**config.mk**
```make
export PLATFORM = sky130hd
export DESIGN_NAME = board_display
export DESIGN_NICKNAME = d
export VERILOG_FILES = /design/src/rtl/board_display.sv
export SDC_FILE = /design/constraint.sdc
export NUM_CORES = 1
export LEC_CHECK = 0
export ABC_CLOCK_PERIOD_IN_PS = 4300
export CAP_MARGIN = 20
export CELL_PAD_IN_SITES_DETAIL_PLACEMENT = 0
export CELL_PAD_IN_SITES_GLOBAL_PLACEMENT = 1
export CORE_UTILIZATION = 37
export DETAILED_ROUTE_END_ITERATION = 8
export MAX_ROUTING_LAYER = met4
export PLACE_DENSITY_LB_ADDON = 0.1
export SLEW_MARGIN = 20
export SYNTH_ARGS = -nofsm -noshare
export SYNTH_HDL_FRONTEND = slang
export SYNTH_SLANG_ARGS = --single-unit
```
**constraint.sdc**
```tcl
create_clock -name clock -period 4.3 [get_ports clock]
set_input_delay 0.86 -clock clock [delete_from_list [all_inputs] [get_ports clock]]
set_output_delay 0.86 -clock clock [all_outputs]
set_load 0.005 [all_outputs]
```
**src/rtl/board_display.sv**
```systemverilog
// board_display: four-digit multiplexed hex display of the low bytes of the
// pipeline PC and a selected register, plus a debounced single-step button
// that produces one clock-wide pulse per accepted press.
module board_display #(
  parameter int unsigned REFRESH_DIV     = 50000,
  parameter int unsigned DEBOUNCE_CYCLES = 200000
) (
  input  logic        clock,
  input  logic        reset,
  input  logic [31:0] pc_in,
  input  logic [31:0] reg_in,
  input  logic        step_btn,
  output logic        step_pulse,
  output logic [3:0]  anode,
  output logic [6:0]  cathode
);

  localparam int unsigned RW = $clog2(REFRESH_DIV);
  localparam int unsigned DW = $clog2(DEBOUNCE_CYCLES);
  localparam logic [RW-1:0] REF_LAST = RW'(REFRESH_DIV - 1);
  localparam logic [DW-1:0] DB_LAST  = DW'(DEBOUNCE_CYCLES - 1);

  // Active-low seven-segment codes, bit order {g,f,e,d,c,b,a}.
  function automatic logic [6:0] hex7(input logic [3:0] n);
    logic [6:0] s;
    case (n)
      4'h0: s = 7'b1000000;
      4'h1: s = 7'b1111001;
      4'h2: s = 7'b0100100;
      4'h3: s = 7'b0110000;
      4'h4: s = 7'b0011001;
      4'h5: s = 7'b0010010;
      4'h6: s = 7'b0000010;
      4'h7: s = 7'b1111000;
      4'h8: s = 7'b0000000;
      4'h9: s = 7'b0010000;
      4'hA: s = 7'b0001000;
      4'hB: s = 7'b0000011;
      4'hC: s = 7'b1000110;
      4'hD: s = 7'b0100001;
      4'hE: s = 7'b0000110;
      default: s = 7'b0001110;
    endcase
    return s;
  endfunction

  // ---------------- display multiplexing ----------------
  logic [RW-1:0] refresh_q, refresh_d;
  logic [1:0]    idx_q, idx_d;
  logic [7:0]    snap_pc_q, snap_pc_d;
  logic [7:0]    snap_reg_q, snap_reg_d;
  logic [3:0]    anode_q, anode_d;
  logic [6:0]    cathode_q, cathode_d;
  logic [3:0]    nib;

  // Next refresh/digit/snapshot state; anode and cathode are decoded from the
  // next index and next snapshot so both outputs switch on the same edge.
  always_comb begin
    refresh_d  = refresh_q + 1'b1;
    idx_d      = idx_q;
    snap_pc_d  = snap_pc_q;
    snap_reg_d = snap_reg_q;
    if (refresh_q == REF_LAST) begin
      refresh_d = '0;
      idx_d     = idx_q + 2'd1;
      if (idx_q == 2'd3) begin
        snap_pc_d  = pc_in[7:0];
        snap_reg_d = reg_in[7:0];
      end
    end
    case (idx_d)
      2'd0:    nib = snap_reg_d[3:0];
      2'd1:    nib = snap_reg_d[7:4];
      2'd2:    nib = snap_pc_d[3:0];
      default: nib = snap_pc_d[7:4];
    endcase
    anode_d   = ~(4'b0001 << idx_d);
    cathode_d = hex7(nib);
  end

  // Display state registers.
  always_ff @(posedge clock) begin
    if (reset) begin
      refresh_q  <= '0;
      idx_q      <= '0;
      snap_pc_q  <= '0;
      snap_reg_q <= '0;
      anode_q    <= 4'b1110;
      cathode_q  <= 7'b1000000;
    end else begin
      refresh_q  <= refresh_d;
      idx_q      <= idx_d;
      snap_pc_q  <= snap_pc_d;
      snap_reg_q <= snap_reg_d;
      anode_q    <= anode_d;
      cathode_q  <= cathode_d;
    end
  end

  assign anode   = anode_q;
  assign cathode = cathode_q;

  // ---------------- step button ----------------
  logic          sync1_q, sync2_q;
  logic [DW-1:0] db_cnt_q, db_cnt_d;
  logic          db_lvl_q, db_lvl_d;
  logic          db_prev_q;
  logic          pulse_q, pulse_d;

  // Stable counter runs only while the synchronized level disagrees with the
  // accepted level; any return to the accepted level restarts it.
  always_comb begin
    db_cnt_d = db_cnt_q;
    db_lvl_d = db_lvl_q;
    if (sync2_q == db_lvl_q) begin
      db_cnt_d = '0;
    end else if (db_cnt_q == DB_LAST) begin
      db_lvl_d = sync2_q;
      db_cnt_d = '0;
    end else begin
      db_cnt_d = db_cnt_q + 1'b1;
    end
    pulse_d = db_lvl_q & ~db_prev_q;
  end

  // Synchronizer, debouncer and pulse registers.
  always_ff @(posedge clock) begin
    if (reset) begin
      sync1_q   <= 1'b0;
      sync2_q   <= 1'b0;
      db_cnt_q  <= '0;
      db_lvl_q  <= 1'b0;
      db_prev_q <= 1'b0;
      pulse_q   <= 1'b0;
    end else begin
      sync1_q   <= step_btn;
      sync2_q   <= sync1_q;
      db_cnt_q  <= db_cnt_d;
      db_lvl_q  <= db_lvl_d;
      db_prev_q <= db_lvl_q;
      pulse_q   <= pulse_d;
    end
  end

  assign step_pulse = pulse_q;

endmodule

```
; Yosys cells after proc, flatten, opt, wreduce, memory -nomap -nowiden
; Memories as Yosys holds them, arrays and structs flattened. A register that Yosys moved wholly into a read port is not among the register bits.
; Index checks and enable logic that the tools add are counted.
; W data, S select, Z words.
[totals]
ff_bits = 61
romBits = 112
latchBits = 0
memories = 1
ram_bits = 0
input_bits = 67
[classes]
shift = 1
n_reduce_logical = 4
n_div = 0
bitwise_logic = 4
muxes = 6
addsub = 3
magnitude_cmp = 0
n_mul = 0
n_eq_ne = 6
[mem_list]
columns = name, words, width, rd, rd_ports_with_merged_regs, wr, line
row1 = (no name shown), 16, 7, 1, 1, 0, 26  ; case (n)
[op_table]
columns = cell, count
row1 = $mux W8, 4
row2 = $add A18 B1 Y18 const B, 1
row3 = $eq A18 B18 Y1 const B, 1
row4 = $add A16 B1 Y16 const B, 1
row5 = $eq A16 B16 Y1 const B, 1
row6 = $pmux W4 S3, 1
row7 = $eq A2 B2 Y1 const B, 2
row8 = $not A4 Y4, 1
row9 = $shl A1 B2 Y4 const A, 1
row10 = $reduce_or A3 Y1, 1
row11 = $add A2 B1 Y2 const B, 1
row12 = $eq A2 B1 Y1 const B, 1
row13 = $logic_not A2 Y1, 1
row14 = $mux W2, 1
row15 = $not A1 Y1, 2
row16 = $reduce_and A2 Y1, 1
row17 = $reduce_or A2 Y1, 1
row18 = $and A1 B1 Y1, 1
row19 = $eq A1 B1 Y1, 1

; Logic depth before layout (Yosys ltp)
[depth]
word_depth = 4
depth_mapped = 12
mapped_depth_nobuf = 11

; Worst setup path before layout
; OpenSTA, ideal clock, no wires.
[synth_path]
path_kind = reg2reg
start = register refresh_q[11]
end = register cathode_q[3], in the netlist cathode[3]
arrival_ns = 3.151
n_path_buf = 0
synth_period_minus_slack_ns = 3.278
setup_slack_ns = 1.022
required_ns = 4.173
path_stages_with_launch = 11
cell_sequence = dfxtp_1 or4b_4 nor4_4 mux2i_1 o22ai_1 o22ai_1 inv_1 ha_1 inv_1 mux4_2 nor2b_4
[synth_via]
elab_chain_cells = 4
word_cells_on_any_way = 8
[synth_lines]
columns = element, line
row1 = "start, declared", 48  ; logic [RW-1:0] refresh_q, refresh_d;
row2 = "start signal, assigned", 91  ; refresh_q <= refresh_d;
row3 = $eq A16 B16 Y1 (*), 63  ; if (refresh_q == REF_LAST) begin
row4 = $mux W2, 63
row5 = $eq A2 B2 Y1 (tied with other cells), 71  ; case (idx_d)
row6 = $pmux W4 S3 (*), 71
row7 = "end, declared", 53  ; logic [6:0] cathode_q, cathode_d;
; Every way passes the cells marked *; elsewhere a longest branch is shown, timed or not.
; A chain may end at the register's enable or synchronous reset.

; Final worst setup path
; Same ends and word-level chain as after synthesis.

==> impl_metrics.py <==
metrics = {
    "power_and_ir_drop": {
        "share_seq_of_total_power_pct": 55.4,
        "switchingPower_uw": 243,
        "power.switching_fraction_pct": 21.2,
        "p_int_uw": 904,
        "comb_power_share_pct": 3.1,
        "max-vdd-ir-drop_mv": 0.202,
        "pwr_density_cell_nw_per_um2": 305,
        "post-layout-total-power_mw": 1.15,
        "clkPwrFrac_pct": 41.5,
        "static_power_due_to_leakage_nw": 1.32,
    },
    "synth": {
        "synth.top_cell.area_share_pct": 42.8,
        "postSynthNetCount": 430,
        "synth_edf_count": 0,
        "avgSynthCellArea_sq_um": 9.00,
        "synth-async-reset-ratio_pct": 0,
        "largest_family_of_logic_cells_by_synthesized_area": "simple AND/OR/NAND/NOR gates",
        "synth_seq_cells": 68,
        "post_synth_fa_ha_maj_area_fraction_pct": 3.54,
        "yosysSeqAreaShare_pct": 42.8,
        "synthesis.instances": 354,
        "netlist-cell-type-count": 47,
        "synth_area_sq_um": 3180,
        "synth_compound_area_share_pct": 7.11,
        "simple_gate_fraction_of_synth_area_pct": 26.3,
        "synth_warnings": 0,
        "ys_top_cells_by_area": "dfxtp_1 (43%), nor2_1 (5.3%), xor2_1 (5.2%), nand2_1 (4.7%), nand3_1 (3.9%)",
        "yosysTopAreaCell": "dfxtp_1",
        "synthMuxAreaShare_pct": 8.80,
        "predominant_post_synthesis_flop_cell": "dfxtp_1",
        "synth-xor-area-share_pct": 8.25,
    },
    "die": {
        "rows": 33,
        "design.die.area_sq_um": 8980,
        "io_pins": 79,
        "core_region_area_sq_um": 8260,
        "chipWidth_microns": 94.8,
        "floorplan.die.height_microns": 94.8,
        "floorplan.initialDensity_pct": 38.6,
    },
    "worst_setup_path": {
        "cp.arrival_ns": 3.88,
        "cp_max_fo": 7,
        "endpoint_kind": "flip-flop",
        "critical_path.startpoint_type": "flip-flop",
        "critical_path_required_ns": 4.51,
        "worst-setup-path-type": "flip-flop to flip-flop",
    },
    "layout": {
        "mostFrequentLayoutCell": "dfxtp_1",
        "design.final.nets": 460,
        "diodes": 0,
        "most-common-layout-cells": "dfxtp_1 (68), nor2_1 (45), nand2_1 (40)",
        "post_route_cells_drive_above_1_share_pct": 9.30,
        "area_delta_synth_final_pct": 18.1,
    },
    "global_route": {
        "initial_antenna_violation_count": 0,
        "via_count_of_the_first_global_routing_pass": 2267,
        "first_pass_grt_wire_length_microns": 10700,
        "grt_usage_pct": 16.1,
        "grt.overflow.total": 0,
        "grt_max_degree": 21,
    },
    "cts": {
        "cts.hold.buffers_added": 0,
        "worst_skew_pair.late_latency_ns": 0.33,
        "cts.clk_slew.worst_paths_ns": 0.07,
        "cts_num_sinks": 68,
        "cts-root-to-sink-buffers": 2,
        "cts_resized": 0,
        "cts_htree_levels": 3,
        "root_buffer_cell": "clkbuf_8",
        "cts_setup_buffers": 0,
        "cts_buffers": 9,
        "tritoncts": "done",
    },
    "detailed_routing": {
        "drt-vias-per-instance": 4.94,
        "overall_via_count_from_detail_route": 2432,
        "first_iter_violations": 109,
        "detail_route.wl_per_cell_microns": 13.1,
        "ant_nets": 0,
        "finalWirelength_microns": 6430,
        "remaining_drc_errors": 0,
        "drt_pre_antenna_iters": 4,
    },
    "place": {
        "input_output_buffers": 30,
        "gpl.final_weighted_congestion": 0.765,
        "place_hpwl_microns": 4380,
    },
    "timing": {
        "slew_violations": 0,
        "fmax_ghz": 0.272,
        "layout_min_cycle_time_ns": 3.68,
        "finalSetupViolations": 0,
        "layout_skew_ns": 0.00617,
        "setup_repair_after_global_routing_missed_its_margin": "false",
        "timing.slew.headroom_pct": 54.5,
        "worst_pin_slew_ns": 0.677,
        "timing.setup.tns_ns": 0,
        "period_utilization_post_route_pct": 85.5,
        "holdWs_ns": 0.381,
        "final_hold_viol_count": 0,
    },
    "min_path": {
        "worst_min_delay_path_class": "flip-flop to flip-flop",
    },
    "run_status": {
        "outcome": "complete, no violations",
    },
    "run": {
        "drv.max_cap_violation_count": 0,
    },
}
-- worst max-delay path, stage by stage, from the launching register on --
cell and delay (ns):
dfxtp_1 0.35, or4b_4 0.60, or4_1 0.70, nor3_1 0.22, nor2_1 0.06, o22ai_1 0.48
inv_1 0.20, ha_1 0.34, inv_1 0.04, mux4_2 0.44, nor2b_4 0.13
-- flip-flops by register name, summed over array words and instances, names as in the netlist --
name        cells
sync1_q         1
refresh_q      16
db_lvl_q        1
sync2_q         1
cathode         7
db_prev_q       1
snap_reg_q      8
anode           4
idx_q           2
step_pulse      1
db_cnt_q       18
snap_pc_q       8
-- through the flow --
| stage | area, sq um | util [%] | worst slack [ns] | instances |
|---|---|---|---|---|
| after CTS | 3760 | 45.5 | 0.602 | 492 |
| after global routing | 3760 | 45.5 | 0.408 | 492 |
| after detailed placement | 3580 | 43.4 | 0.613 | 478 |
| final | 3760 | 45.5 | 0.623 | 492 |
| after global placement | 3580 | 43.4 | 0.630 | 478 |
| after floorplan | 3180 | - | 1.02 | 354 |
-- power by group through the flow --
stage	sequential [mW]	clock [mW]	combinational, mW
global placement	0.650	0	0.0364
finish	0.635	0.476	0.0358
floorplan	0.649	0	0.0143
CTS	0.635	0.501	0.0369
global route	0.635	0.524	0.0399
detailed placement	0.650	0	0.0367
-- routing by layer --
metal | global-route usage [%] | share of wire, % | routed length [microns] | vias to the layer above
met1 | 20.5 | 52 | 3360 | 1107
met4 | 6.06 | 0.73 | 47 | 0
met3 | 4.43 | 3.0 | 195 | 2
met2 | 24.3 | 44 | 2830 | 35
li1 | - | - | - | 1288
met5 | - | 0 | 0 | -
-- path summary, 6_finish.rpt --
path                                    start         end  slack [ns]  cells past startpoint
worst min register to register      db_prev_q  step_pulse        0.38                      1
worst min-delay path                db_prev_q  step_pulse        0.38                      1
worst max-delay path            refresh_q[11]  cathode[3]        0.62                     10
worst max register to register  refresh_q[11]  cathode[3]        0.62                     10
-- cell families (layout without fill, tap and decap cells) --
family / after synthesis / in the layout
mux: 21 / 21
xor+xnor: 30 / 30
flops: 68 / 68
buf+inv: 24 / 57
simple gates: 164 / 164
compound gates: 38 / 38
fa+ha+maj: 9 / 9
-- layout make-up --
| class | instances | area, sq um |
|---|---|---|
| Clock inverter | 1 | 7.51 |
| Fill cell | 818 | 4500 |
| Multi-Input combinational cell | 262 | 1720 |
| Tap cell | 105 | 131 |
| Sequential cell | 68 | 1360 |
| Inverter | 7 | 26.3 |
| Clock buffer | 13 | 169 |
| Timing Repair Buffer | 36 | 345 |
-- Yosys cell counts, types with 2 or more instances --
master / number
nor3b_1: 3
or4b_4: 2
and4_1: 2
nor3_1: 3
mux2i_1: 11
dfxtp_1: 68
a21oi_1: 21
nand4_1: 4
nor4_1: 4
nand3_1: 25
nor2b_1: 6
o22ai_1: 3
mux4_2: 3
nand2_1: 40
mux2i_2: 2
xor2_1: 19
a31oi_1: 4
xnor2_1: 11
or3_1: 7
and2_1: 2
nand2b_1: 3
o21ai_0: 4
nor2_1: 45
clkbuf_1: 14
mux2_2: 3
ha_1: 9
and3_1: 10
inv_1: 7
No activity file was read; power rests on OpenSTA's default activity.
